--- src/rtl/ram_wb_arb_n_if.sv ---
`default_nettype none
// ============================================================================
// Interface : ram_wb_arb_n_if
// Brief     : Bus bundle for ram_wb_arb_n. Holds the packed master-side fields
//             (slice k belongs to master k) and the single RAM slave port.
//             Signal suffixes are from the arbiter's point of view.
//             Modport 'slave'  : arbiter side (answers the masters).
//             Modport 'master' : environment side (masters + RAM model).
// Revision  : 1.0 - initial release
// ============================================================================
interface ram_wb_arb_n_if #(
    parameter int DW          = 32,
    parameter int AW          = 32,
    parameter int NUM_MASTERS = 3
);
    // master side
    logic [NUM_MASTERS*AW-1:0]     wbm_adr_i;
    logic [NUM_MASTERS*DW-1:0]     wbm_dat_i;
    logic [NUM_MASTERS*DW/8-1:0]   wbm_sel_i;
    logic [NUM_MASTERS*3-1:0]      wbm_cti_i;
    logic [NUM_MASTERS*2-1:0]      wbm_bte_i;
    logic [NUM_MASTERS-1:0]        wbm_cyc_i;
    logic [NUM_MASTERS-1:0]        wbm_stb_i;
    logic [NUM_MASTERS-1:0]        wbm_we_i;
    logic [NUM_MASTERS-1:0]        wbm_ack_o;
    logic [NUM_MASTERS-1:0]        wbm_err_o;
    logic [NUM_MASTERS-1:0]        wbm_rty_o;
    logic [DW-1:0]                 wbm_dat_o;

    // slave (RAM) side
    logic [AW-1:0]                 wbs_adr_o;
    logic [DW-1:0]                 wbs_dat_o;
    logic [DW/8-1:0]               wbs_sel_o;
    logic [2:0]                    wbs_cti_o;
    logic [1:0]                    wbs_bte_o;
    logic                          wbs_cyc_o;
    logic                          wbs_stb_o;
    logic                          wbs_we_o;
    logic [DW-1:0]                 wbs_dat_i;
    logic                          wbs_ack_i;
    logic                          wbs_err_i;
    logic                          wbs_rty_i;

    modport slave (
        input  wbm_adr_i, wbm_dat_i, wbm_sel_i, wbm_cti_i, wbm_bte_i,
        input  wbm_cyc_i, wbm_stb_i, wbm_we_i,
        output wbm_ack_o, wbm_err_o, wbm_rty_o, wbm_dat_o,
        output wbs_adr_o, wbs_dat_o, wbs_sel_o, wbs_cti_o, wbs_bte_o,
        output wbs_cyc_o, wbs_stb_o, wbs_we_o,
        input  wbs_dat_i, wbs_ack_i, wbs_err_i, wbs_rty_i
    );

    modport master (
        output wbm_adr_i, wbm_dat_i, wbm_sel_i, wbm_cti_i, wbm_bte_i,
        output wbm_cyc_i, wbm_stb_i, wbm_we_i,
        input  wbm_ack_o, wbm_err_o, wbm_rty_o, wbm_dat_o,
        input  wbs_adr_o, wbs_dat_o, wbs_sel_o, wbs_cti_o, wbs_bte_o,
        input  wbs_cyc_o, wbs_stb_o, wbs_we_o,
        output wbs_dat_i, wbs_ack_i, wbs_err_i, wbs_rty_i
    );
endinterface
`default_nettype wire

--- src/rtl/ram_wb_arb_n.sv ---
`default_nettype none
// ============================================================================
// Module   : ram_wb_arb_n
// Brief    : Round-robin Wishbone arbiter connecting NUM_MASTERS masters to a
//            single RAM slave. Grant is registered and held for the whole cyc
//            assertion (bursts included); one idle cycle between owners.
//            Define RAM_WB_ARB_N_WATCHDOG_EN to add a stall watchdog that
//            errors the owner after TIMEOUT stalled strobe cycles.
// Revision : 1.0 - initial release
// ============================================================================
module ram_wb_arb_n #(
    parameter int DW          = 32,
    parameter int AW          = 32,
    parameter int NUM_MASTERS = 3,
    parameter int TIMEOUT     = 255
) (
    input  logic                    wb_clk_i,
    input  logic                    wb_rst_ni,
    ram_wb_arb_n_if.slave           bus,
    output logic [NUM_MASTERS-1:0]  grant_o
);

    localparam int IW = (NUM_MASTERS > 1) ? $clog2(NUM_MASTERS) : 1;
    localparam int SW = DW / 8;

    typedef enum logic [0:0] {
        S_IDLE = 1'b0,
        S_BUSY = 1'b1
    } state_t;

    state_t                 state_q, state_d;
    logic [NUM_MASTERS-1:0] grant_q, grant_d;
    logic [IW-1:0]          last_q,  last_d;   // most recently granted index

    logic                   w_busy;
    logic                   w_found;
    logic [IW-1:0]          w_cand;
    logic [IW-1:0]          w_pick_idx;
    logic                   w_timeout;

    logic [AW-1:0]          w_adr;
    logic [DW-1:0]          w_dat;
    logic [SW-1:0]          w_sel;
    logic [2:0]             w_cti;
    logic [1:0]             w_bte;
    logic                   w_cyc;
    logic                   w_stb;
    logic                   w_we;

    assign w_busy = (state_q == S_BUSY);

    // Round-robin search: first requester after last_q, wrapping around
    always_comb begin
        w_found    = 1'b0;
        w_cand     = '0;
        w_pick_idx = last_q;
        for (int i = 1; i <= NUM_MASTERS; i++) begin
            w_cand = IW'((int'(last_q) + i) % NUM_MASTERS);
            if (!w_found && bus.wbm_cyc_i[w_cand]) begin
                w_found    = 1'b1;
                w_pick_idx = w_cand;
            end
        end
    end

    // Arbiter next state: grant from IDLE, release when owner drops cyc
    always_comb begin
        state_d = state_q;
        grant_d = grant_q;
        last_d  = last_q;
        case (state_q)
            S_IDLE: begin
                if (|bus.wbm_cyc_i) begin
                    state_d = S_BUSY;
                    grant_d = {{(NUM_MASTERS-1){1'b0}}, 1'b1} << w_pick_idx;
                    last_d  = w_pick_idx;
                end
            end
            S_BUSY: begin
                if (!bus.wbm_cyc_i[last_q]) begin
                    state_d = S_IDLE;
                    grant_d = '0;
                end
            end
            default: begin
                state_d = S_IDLE;
                grant_d = '0;
            end
        endcase
    end

    // Arbiter state registers; last resets so master 0 wins first
    always_ff @(posedge wb_clk_i or negedge wb_rst_ni) begin
        if (!wb_rst_ni) begin
            state_q <= S_IDLE;
            grant_q <= '0;
            last_q  <= IW'(NUM_MASTERS - 1);
        end else begin
            state_q <= state_d;
            grant_q <= grant_d;
            last_q  <= last_d;
        end
    end

    // Slave request mux: owner's slice while busy, all-zero while idle
    always_comb begin
        w_adr = '0;
        w_dat = '0;
        w_sel = '0;
        w_cti = '0;
        w_bte = '0;
        w_cyc = 1'b0;
        w_stb = 1'b0;
        w_we  = 1'b0;
        if (w_busy) begin
            w_adr = bus.wbm_adr_i[int'(last_q)*AW +: AW];
            w_dat = bus.wbm_dat_i[int'(last_q)*DW +: DW];
            w_sel = bus.wbm_sel_i[int'(last_q)*SW +: SW];
            w_cti = bus.wbm_cti_i[int'(last_q)*3 +: 3];
            w_bte = bus.wbm_bte_i[int'(last_q)*2 +: 2];
            w_cyc = bus.wbm_cyc_i[last_q];
            w_stb = bus.wbm_stb_i[last_q];
            w_we  = bus.wbm_we_i[last_q];
        end
    end

`ifdef RAM_WB_ARB_N_WATCHDOG_EN
    logic [15:0] wd_q, wd_d;

    // Timeout fires while the stall count sits at the limit
    assign w_timeout = w_busy && (wd_q == 16'(TIMEOUT));

    // Stall counter: clears on response, timeout or leaving BUSY
    always_comb begin
        wd_d = wd_q;
        if ((state_d != S_BUSY) || w_timeout || bus.wbs_ack_i || bus.wbs_err_i) begin
            wd_d = '0;
        end else if (w_stb) begin
            wd_d = wd_q + 16'd1;
        end
    end

    // Stall counter register
    always_ff @(posedge wb_clk_i or negedge wb_rst_ni) begin
        if (!wb_rst_ni) begin
            wd_q <= '0;
        end else begin
            wd_q <= wd_d;
        end
    end
`else
    assign w_timeout = 1'b0;
`endif

    // Retry is never passed on; TIMEOUT only matters with the watchdog
    logic w_unused;
    assign w_unused = bus.wbs_rty_i ^ (TIMEOUT == 0);

    assign bus.wbs_adr_o = w_adr;
    assign bus.wbs_dat_o = w_dat;
    assign bus.wbs_sel_o = w_sel;
    assign bus.wbs_cti_o = w_cti;
    assign bus.wbs_bte_o = w_bte;
    assign bus.wbs_cyc_o = w_cyc;
    assign bus.wbs_stb_o = w_stb & ~w_timeout;
    assign bus.wbs_we_o  = w_we;

    // Responses only reach the owner; idle-time responses vanish
    assign bus.wbm_ack_o = grant_q & {NUM_MASTERS{bus.wbs_ack_i}};
    assign bus.wbm_err_o = grant_q & {NUM_MASTERS{bus.wbs_err_i | w_timeout}};
    assign bus.wbm_rty_o = '0;
    assign bus.wbm_dat_o = bus.wbs_dat_i;

    assign grant_o = grant_q;

endmodule
`default_nettype wire
--- src/flat_wrapper.sv ---
// flat-port wrapper written by rule: the top's interface ports become plain ports
module ram_wb_arb_n_flat 
#(
    parameter int DW          = 32,
    parameter int AW          = 32,
    parameter int NUM_MASTERS = 3,
    parameter int TIMEOUT     = 255
)
  (wb_clk_i, wb_rst_ni, grant_o, bus_wbm_adr_i, bus_wbm_dat_i, bus_wbm_sel_i, bus_wbm_cti_i, bus_wbm_bte_i, bus_wbm_cyc_i, bus_wbm_stb_i, bus_wbm_we_i, bus_wbm_ack_o, bus_wbm_err_o, bus_wbm_rty_o, bus_wbm_dat_o, bus_wbs_adr_o, bus_wbs_dat_o, bus_wbs_sel_o, bus_wbs_cti_o, bus_wbs_bte_o, bus_wbs_cyc_o, bus_wbs_stb_o, bus_wbs_we_o, bus_wbs_dat_i, bus_wbs_ack_i, bus_wbs_err_i, bus_wbs_rty_i);
  ram_wb_arb_n_if #(.DW(DW), .AW(AW), .NUM_MASTERS(NUM_MASTERS)) bus_i ();
  input  logic wb_clk_i;
  input  logic wb_rst_ni;
  output logic [NUM_MASTERS-1:0] grant_o;
  input wire logic [$bits(bus_i.wbm_adr_i)-1:0] bus_wbm_adr_i;
  input wire logic [$bits(bus_i.wbm_dat_i)-1:0] bus_wbm_dat_i;
  input wire logic [$bits(bus_i.wbm_sel_i)-1:0] bus_wbm_sel_i;
  input wire logic [$bits(bus_i.wbm_cti_i)-1:0] bus_wbm_cti_i;
  input wire logic [$bits(bus_i.wbm_bte_i)-1:0] bus_wbm_bte_i;
  input wire logic [$bits(bus_i.wbm_cyc_i)-1:0] bus_wbm_cyc_i;
  input wire logic [$bits(bus_i.wbm_stb_i)-1:0] bus_wbm_stb_i;
  input wire logic [$bits(bus_i.wbm_we_i)-1:0] bus_wbm_we_i;
  output wire logic [$bits(bus_i.wbm_ack_o)-1:0] bus_wbm_ack_o;
  output wire logic [$bits(bus_i.wbm_err_o)-1:0] bus_wbm_err_o;
  output wire logic [$bits(bus_i.wbm_rty_o)-1:0] bus_wbm_rty_o;
  output wire logic [$bits(bus_i.wbm_dat_o)-1:0] bus_wbm_dat_o;
  output wire logic [$bits(bus_i.wbs_adr_o)-1:0] bus_wbs_adr_o;
  output wire logic [$bits(bus_i.wbs_dat_o)-1:0] bus_wbs_dat_o;
  output wire logic [$bits(bus_i.wbs_sel_o)-1:0] bus_wbs_sel_o;
  output wire logic [$bits(bus_i.wbs_cti_o)-1:0] bus_wbs_cti_o;
  output wire logic [$bits(bus_i.wbs_bte_o)-1:0] bus_wbs_bte_o;
  output wire logic [$bits(bus_i.wbs_cyc_o)-1:0] bus_wbs_cyc_o;
  output wire logic [$bits(bus_i.wbs_stb_o)-1:0] bus_wbs_stb_o;
  output wire logic [$bits(bus_i.wbs_we_o)-1:0] bus_wbs_we_o;
  input wire logic [$bits(bus_i.wbs_dat_i)-1:0] bus_wbs_dat_i;
  input wire logic [$bits(bus_i.wbs_ack_i)-1:0] bus_wbs_ack_i;
  input wire logic [$bits(bus_i.wbs_err_i)-1:0] bus_wbs_err_i;
  input wire logic [$bits(bus_i.wbs_rty_i)-1:0] bus_wbs_rty_i;
  assign bus_i.wbm_adr_i = bus_wbm_adr_i;
  assign bus_i.wbm_dat_i = bus_wbm_dat_i;
  assign bus_i.wbm_sel_i = bus_wbm_sel_i;
  assign bus_i.wbm_cti_i = bus_wbm_cti_i;
  assign bus_i.wbm_bte_i = bus_wbm_bte_i;
  assign bus_i.wbm_cyc_i = bus_wbm_cyc_i;
  assign bus_i.wbm_stb_i = bus_wbm_stb_i;
  assign bus_i.wbm_we_i = bus_wbm_we_i;
  assign bus_wbm_ack_o = bus_i.wbm_ack_o;
  assign bus_wbm_err_o = bus_i.wbm_err_o;
  assign bus_wbm_rty_o = bus_i.wbm_rty_o;
  assign bus_wbm_dat_o = bus_i.wbm_dat_o;
  assign bus_wbs_adr_o = bus_i.wbs_adr_o;
  assign bus_wbs_dat_o = bus_i.wbs_dat_o;
  assign bus_wbs_sel_o = bus_i.wbs_sel_o;
  assign bus_wbs_cti_o = bus_i.wbs_cti_o;
  assign bus_wbs_bte_o = bus_i.wbs_bte_o;
  assign bus_wbs_cyc_o = bus_i.wbs_cyc_o;
  assign bus_wbs_stb_o = bus_i.wbs_stb_o;
  assign bus_wbs_we_o = bus_i.wbs_we_o;
  assign bus_i.wbs_dat_i = bus_wbs_dat_i;
  assign bus_i.wbs_ack_i = bus_wbs_ack_i;
  assign bus_i.wbs_err_i = bus_wbs_err_i;
  assign bus_i.wbs_rty_i = bus_wbs_rty_i;
  ram_wb_arb_n #(.DW(DW), .AW(AW), .NUM_MASTERS(NUM_MASTERS), .TIMEOUT(TIMEOUT)) u_core (.wb_clk_i(wb_clk_i), .wb_rst_ni(wb_rst_ni), .bus(bus_i), .grant_o(grant_o));
endmodule
--- config.mk ---
export PLATFORM = sky130hd
export DESIGN_NAME = ram_wb_arb_n_flat
export DESIGN_NICKNAME = d
export VERILOG_FILES = /design/src/rtl/ram_wb_arb_n_if.sv /design/src/rtl/ram_wb_arb_n.sv /design/src/flat_wrapper.sv
export SDC_FILE = /design/constraint.sdc
export NUM_CORES = 1
export LEC_CHECK = 0
export ABC_AREA = 1
export CORE_AREA = 4 4 148 150
export CTS_CLUSTER_SIZE = 10
export DETAILED_ROUTE_END_ITERATION = 16
export DIE_AREA = 0 0 152 154
export DONT_BUFFER_PORTS = 1
export PLACE_DENSITY = 0.3
export SYNTH_ARGS = -nofsm -noshare
export SYNTH_HDL_FRONTEND = slang
export SYNTH_SLANG_ARGS = --single-unit
--- constraint.sdc ---
create_clock -name wb_clk_i -period 2.3 [get_ports wb_clk_i]
set_input_delay 0.115 -clock wb_clk_i [delete_from_list [all_inputs] [get_ports wb_clk_i]]
set_output_delay 0.115 -clock wb_clk_i [all_outputs]
set_load 0.1 [all_outputs]
==> results_tabular.tex <==
\begin{tabular}{lr}
\hline
Metric & Value \\
\hline
\multicolumn{2}{l}{\textbf{Drt}} \\
\quad DR pass1 iterations & 4 \\
\quad Violation count after the first detailed-routing iteration & 185 \\
\quad Routed via count & around 3600 \\
\quad Number of design rule violations left after detail routing & 0 \\
\quad Post-DR wirelength/cell & 16.7 um \\
\quad Routed Antenna Nets & 0 \\
\quad Routed via count divided by cell count & around 4.3 \\
\quad Overall routed net length & approximately 14 mm \\
\multicolumn{2}{l}{\textbf{Final layout}} \\
\quad Nets & $\sim$840 \\
\quad Fillers & around 2400 \\
\quad Most frequent cells in the layout & 153 x nor2\_1, 106 x nand2\_1, 81 x buf\_12, 78 x o21ai\_0, 75 x a21oi\_2 \\
\quad Share of cells above drive strength 1 & 0.329 \\
\quad Synthesis-to-layout area growth & 77.5\% \\
\quad Count of inserted antenna diode cells & 0 \\
\quad Leading cell type in the layout, fill and taps excluded & nor2\_1 \\
\quad Fin util & 0.224 \\
\quad Final instance area & about 0.0046 mm2 \\
\multicolumn{2}{l}{\textbf{Setup path}} \\
\quad Worst flop-to-flop path endpoint & u\_core.last\_q[1]\$\_DFFE\_PN1P\_ \\
\quad Reg2reg path depth & 12 \\
\quad CP cell instances & inv\_2, buf\_12, o21ai\_0, a21oi\_2, buf\_12 \\
\quad Required time of the critical path & between 2 and 2.5 ns \\
\quad Arrival time at the worst endpoint & $\sim$1.9 ns \\
\quad Capturing element type of the critical path & output port \\
\quad Worst setup slack for register-to-register paths & $\sim$0.39 ns \\
\quad Worst stage delay on the critical path & about 0.52 ns \\
\quad Worst reg2reg path startpoint & u\_core.last\_q[0]\$\_DFFE\_PN0P\_ \\
\quad Most frequent cell on the critical path & buf\_12 \\
\quad Nature of the critical path startpoint & flop \\
\quad WS Path Type & flop to output port \\
\quad Maximum fanout along the worst path & 76 \\
\quad Slowest cell on crit path & dfrtp\_4 \\
\multicolumn{2}{l}{\textbf{Floorplanning}} \\
\quad Boundary pin count & 385 \\
\quad Floorplan core area & about 0.021 mm2 \\
\quad Die area & $\sim$0.023 mm2 \\
\quad Standard-cell row count & 53 \\
\quad Die X & $\sim$150 um \\
\quad Chip Height & about 150 um \\
\quad Initial Util & 0.126 \\
\multicolumn{2}{l}{\textbf{Timing}} \\
\quad Slew at the pin with the worst max-slew slack & between 0.5 and 0.6 ns \\
\quad Final hold vios & 0 \\
\quad Setup repair after global routing missed its margin & no \\
\quad Total count of max-transition violations in the final report & 0 \\
\quad Final setup violation count & 0 \\
\quad Remaining max-slew budget at the tightest pin & 0.661 \\
\quad Minimum hold slack & about 0.19 ns \\
\quad Final worst path period share & 0.869 \\
\quad Layout Skew & roughly 0.0010 ns \\
\quad Clock period minus final worst setup slack & $\sim$2.0 ns \\
\quad Setup TNS Final & 0 ns \\
\quad Max Clk Rate & between 500 and 600 MHz \\
\multicolumn{2}{l}{\textbf{Synthesis}} \\
\quad Distinct cells, synth & 22 \\
\quad Fraction of the mapped netlist area in adder cells & 0.00960 \\
\quad Main combinational cell family by area after synthesis & simple AND/OR/NAND/NOR gates \\
\quad Share of the yosys chip area belonging to registers & 0.0581 \\
\quad FF+latch count, synth & 6 \\
\quad Mapped cell area & between 0.002 and 0.003 mm2 \\
\quad Avg Synthesized Cell Area & about 4.8 um2 \\
\quad Synthesized-area fraction occupied by ao, oa, aoi and oai cells & 0.311 \\
\quad Post-synthesis share of cell area spent on and, or, nand and nor gates & 0.421 \\
\quad Synth Warn \# & 0 \\
\quad Share of the synthesized netlist area taken by xor and xnor gates & 0 \\
\quad Gate count of the mapped netlist & between 500 and 600 \\
\quad Post-synthesis mux area share & 0 \\
\multicolumn{2}{l}{\textbf{Flow run}} \\
\quad Max-cap violation count & 0 \\
\multicolumn{2}{l}{\textbf{Placement}} \\
\quad Cell area after placement & 0.00454 mm2 \\
\quad Weighted congestion reported at the end of routability-driven placement & 0.810 \\
\quad Quantity of I/O buffers inserted on ports & 0 \\
\quad Half-perimeter wire length after detailed placement & around 12 mm \\
\multicolumn{2}{l}{\textbf{CTS}} \\
\quad Clock tree sinks & 6 \\
\quad TritonCTS buffer count & 3 \\
\quad CTS root buffer & clkbuf\_16 \\
\quad Clk slew on worst S/H paths & approximately 0.030 ns \\
\quad Clock latency of the later-clocked register in the worst-skew pair & roughly 0.23 ns \\
\quad Number of H-tree branching levels & 1 \\
\quad CTS tree & built \\
\quad Clock Tree Buf Depth & 2 \\
\multicolumn{2}{l}{\textbf{Global route}} \\
\quad First-pass GRT wire length & between 20 and 25 mm \\
\quad Vias in the first global route & around 3600 \\
\quad All-Layer GR Usage & 0.111 \\
\quad Total congestion overflow & 0 \\
\quad Largest net degree at the start of global routing & 77 \\
\quad Antenna violations before repair & 0 \\
\multicolumn{2}{l}{\textbf{Run status}} \\
\quad Status & finished, final reports clean \\
\multicolumn{2}{l}{\textbf{Worst hold path}} \\
\quad Hold path endpoint & u\_core.state\_q\$\_DFF\_PN0\_ \\
\quad Launch point of the worst hold path & bus\_wbm\_cyc\_i[2] \\
\quad Worst hold path cell count & 4 \\
\quad HP Class & input port to flop \\
\hline
\end{tabular}
==> synthesized netlist by cell type, drive strengths merged <==
cell type / count / area (um2)
nor2: 156 / 591
nand2: 107 / 404
o21ai: 81 / 413
a21oi: 78 / 390
buf: 59 / 384
clkbuf: 18 / 67.6
nand3: 18 / 103
inv: 17 / 63.8
dfrtp: 5 / 125
ha: 2 / 25.0
a22oi: 1 / 7.51
clkinv: 1 / 3.75
conb: 1 / 3.75
dfstp: 1 / 26.3
==> metal layers <==
layer	share of wire	track usage
met4	0.025	0.0261
met1	0.38	0.130
met2	0.51	0.201
met3	0.083	0.0290
met5	0	0
==> area by class of cell <==
type / count / area, um2 / area share
flip-flops and latches: 6 / 155 / 0.0335
multi-input cells: 446 / 2230 / 0.482
repair buffers: 97 / 1750 / 0.378
inverters: 18 / 70.1 / 0.0151
clock buffers: 4 / 78.8 / 0.0170
well taps: 275 / 344 / 0.0743
==> kinds of logic (layout without fill, tap and decap cells) <==
kind of cell               after synthesis  in the layout
buffers and inverters                   95            119
DFF                                      6              6
adders and majority gates                2              2
and+or+nand+nor                        281            281
other                                    1              3
AOI/OAI and AO/OA                      160            160
==> flip-flops by register name, indices dropped and copies added, names as in the netlist <==
name            flops
u_core.grant_o      3
u_core.last_q       2
u_core.state_q      1
==> critical path: cells and delay by family (launching register included) <==
family	cells	cell delay [ns]
compound gates	2	0.52
flops	1	0.52
buf+inv	3	0.58
==> repair_timing <==
| item | CTS | global route |
|---|---|---|
| hold endpoints to repair | 6 | 0 |
| gates resized for setup | 0 | 1 |
| hold buffers | 1 | 0 |
| buffers inserted | 0 | 0 |
| setup endpoints to repair | 0 | 1 |
==> worst max-delay path by stage <==
stage	from	endpoint	slack (ns)	cells past startpoint
floorplan	u_core.last_q[1]$_DFFE_PN1P_	bus_wbs_adr_o[18]	0.09	7
global route	u_core.last_q[0]$_DFFE_PN0P_	bus_wbs_cti_o[2]	0.09	6
finish	u_core.last_q[0]$_DFFE_PN0P_	bus_wbs_cti_o[2]	0.30	5
CTS	u_core.last_q[0]$_DFFE_PN0P_	bus_wbs_cti_o[2]	0.18	6
detailed placement	u_core.last_q[0]$_DFFE_PN0P_	u_core.last_q[1]$_DFFE_PN1P_	0.40	12
global placement	u_core.last_q[0]$_DFFE_PN0P_	u_core.last_q[1]$_DFFE_PN1P_	0.39	12
==> through the flow <==
stage	std cells	setup WS, ns
2_1_floorplan	547	0.0877
3_3_place_gp	841	0.386
3_5_place_dp	841	0.399
4_1_cts	846	0.179
5_1_grt	846	0.0863
6_report	846	0.300
Power is left out: the tool's default activity adds up to more than one toggle a clock period on the data nets, which glitch-free logic cannot reach.
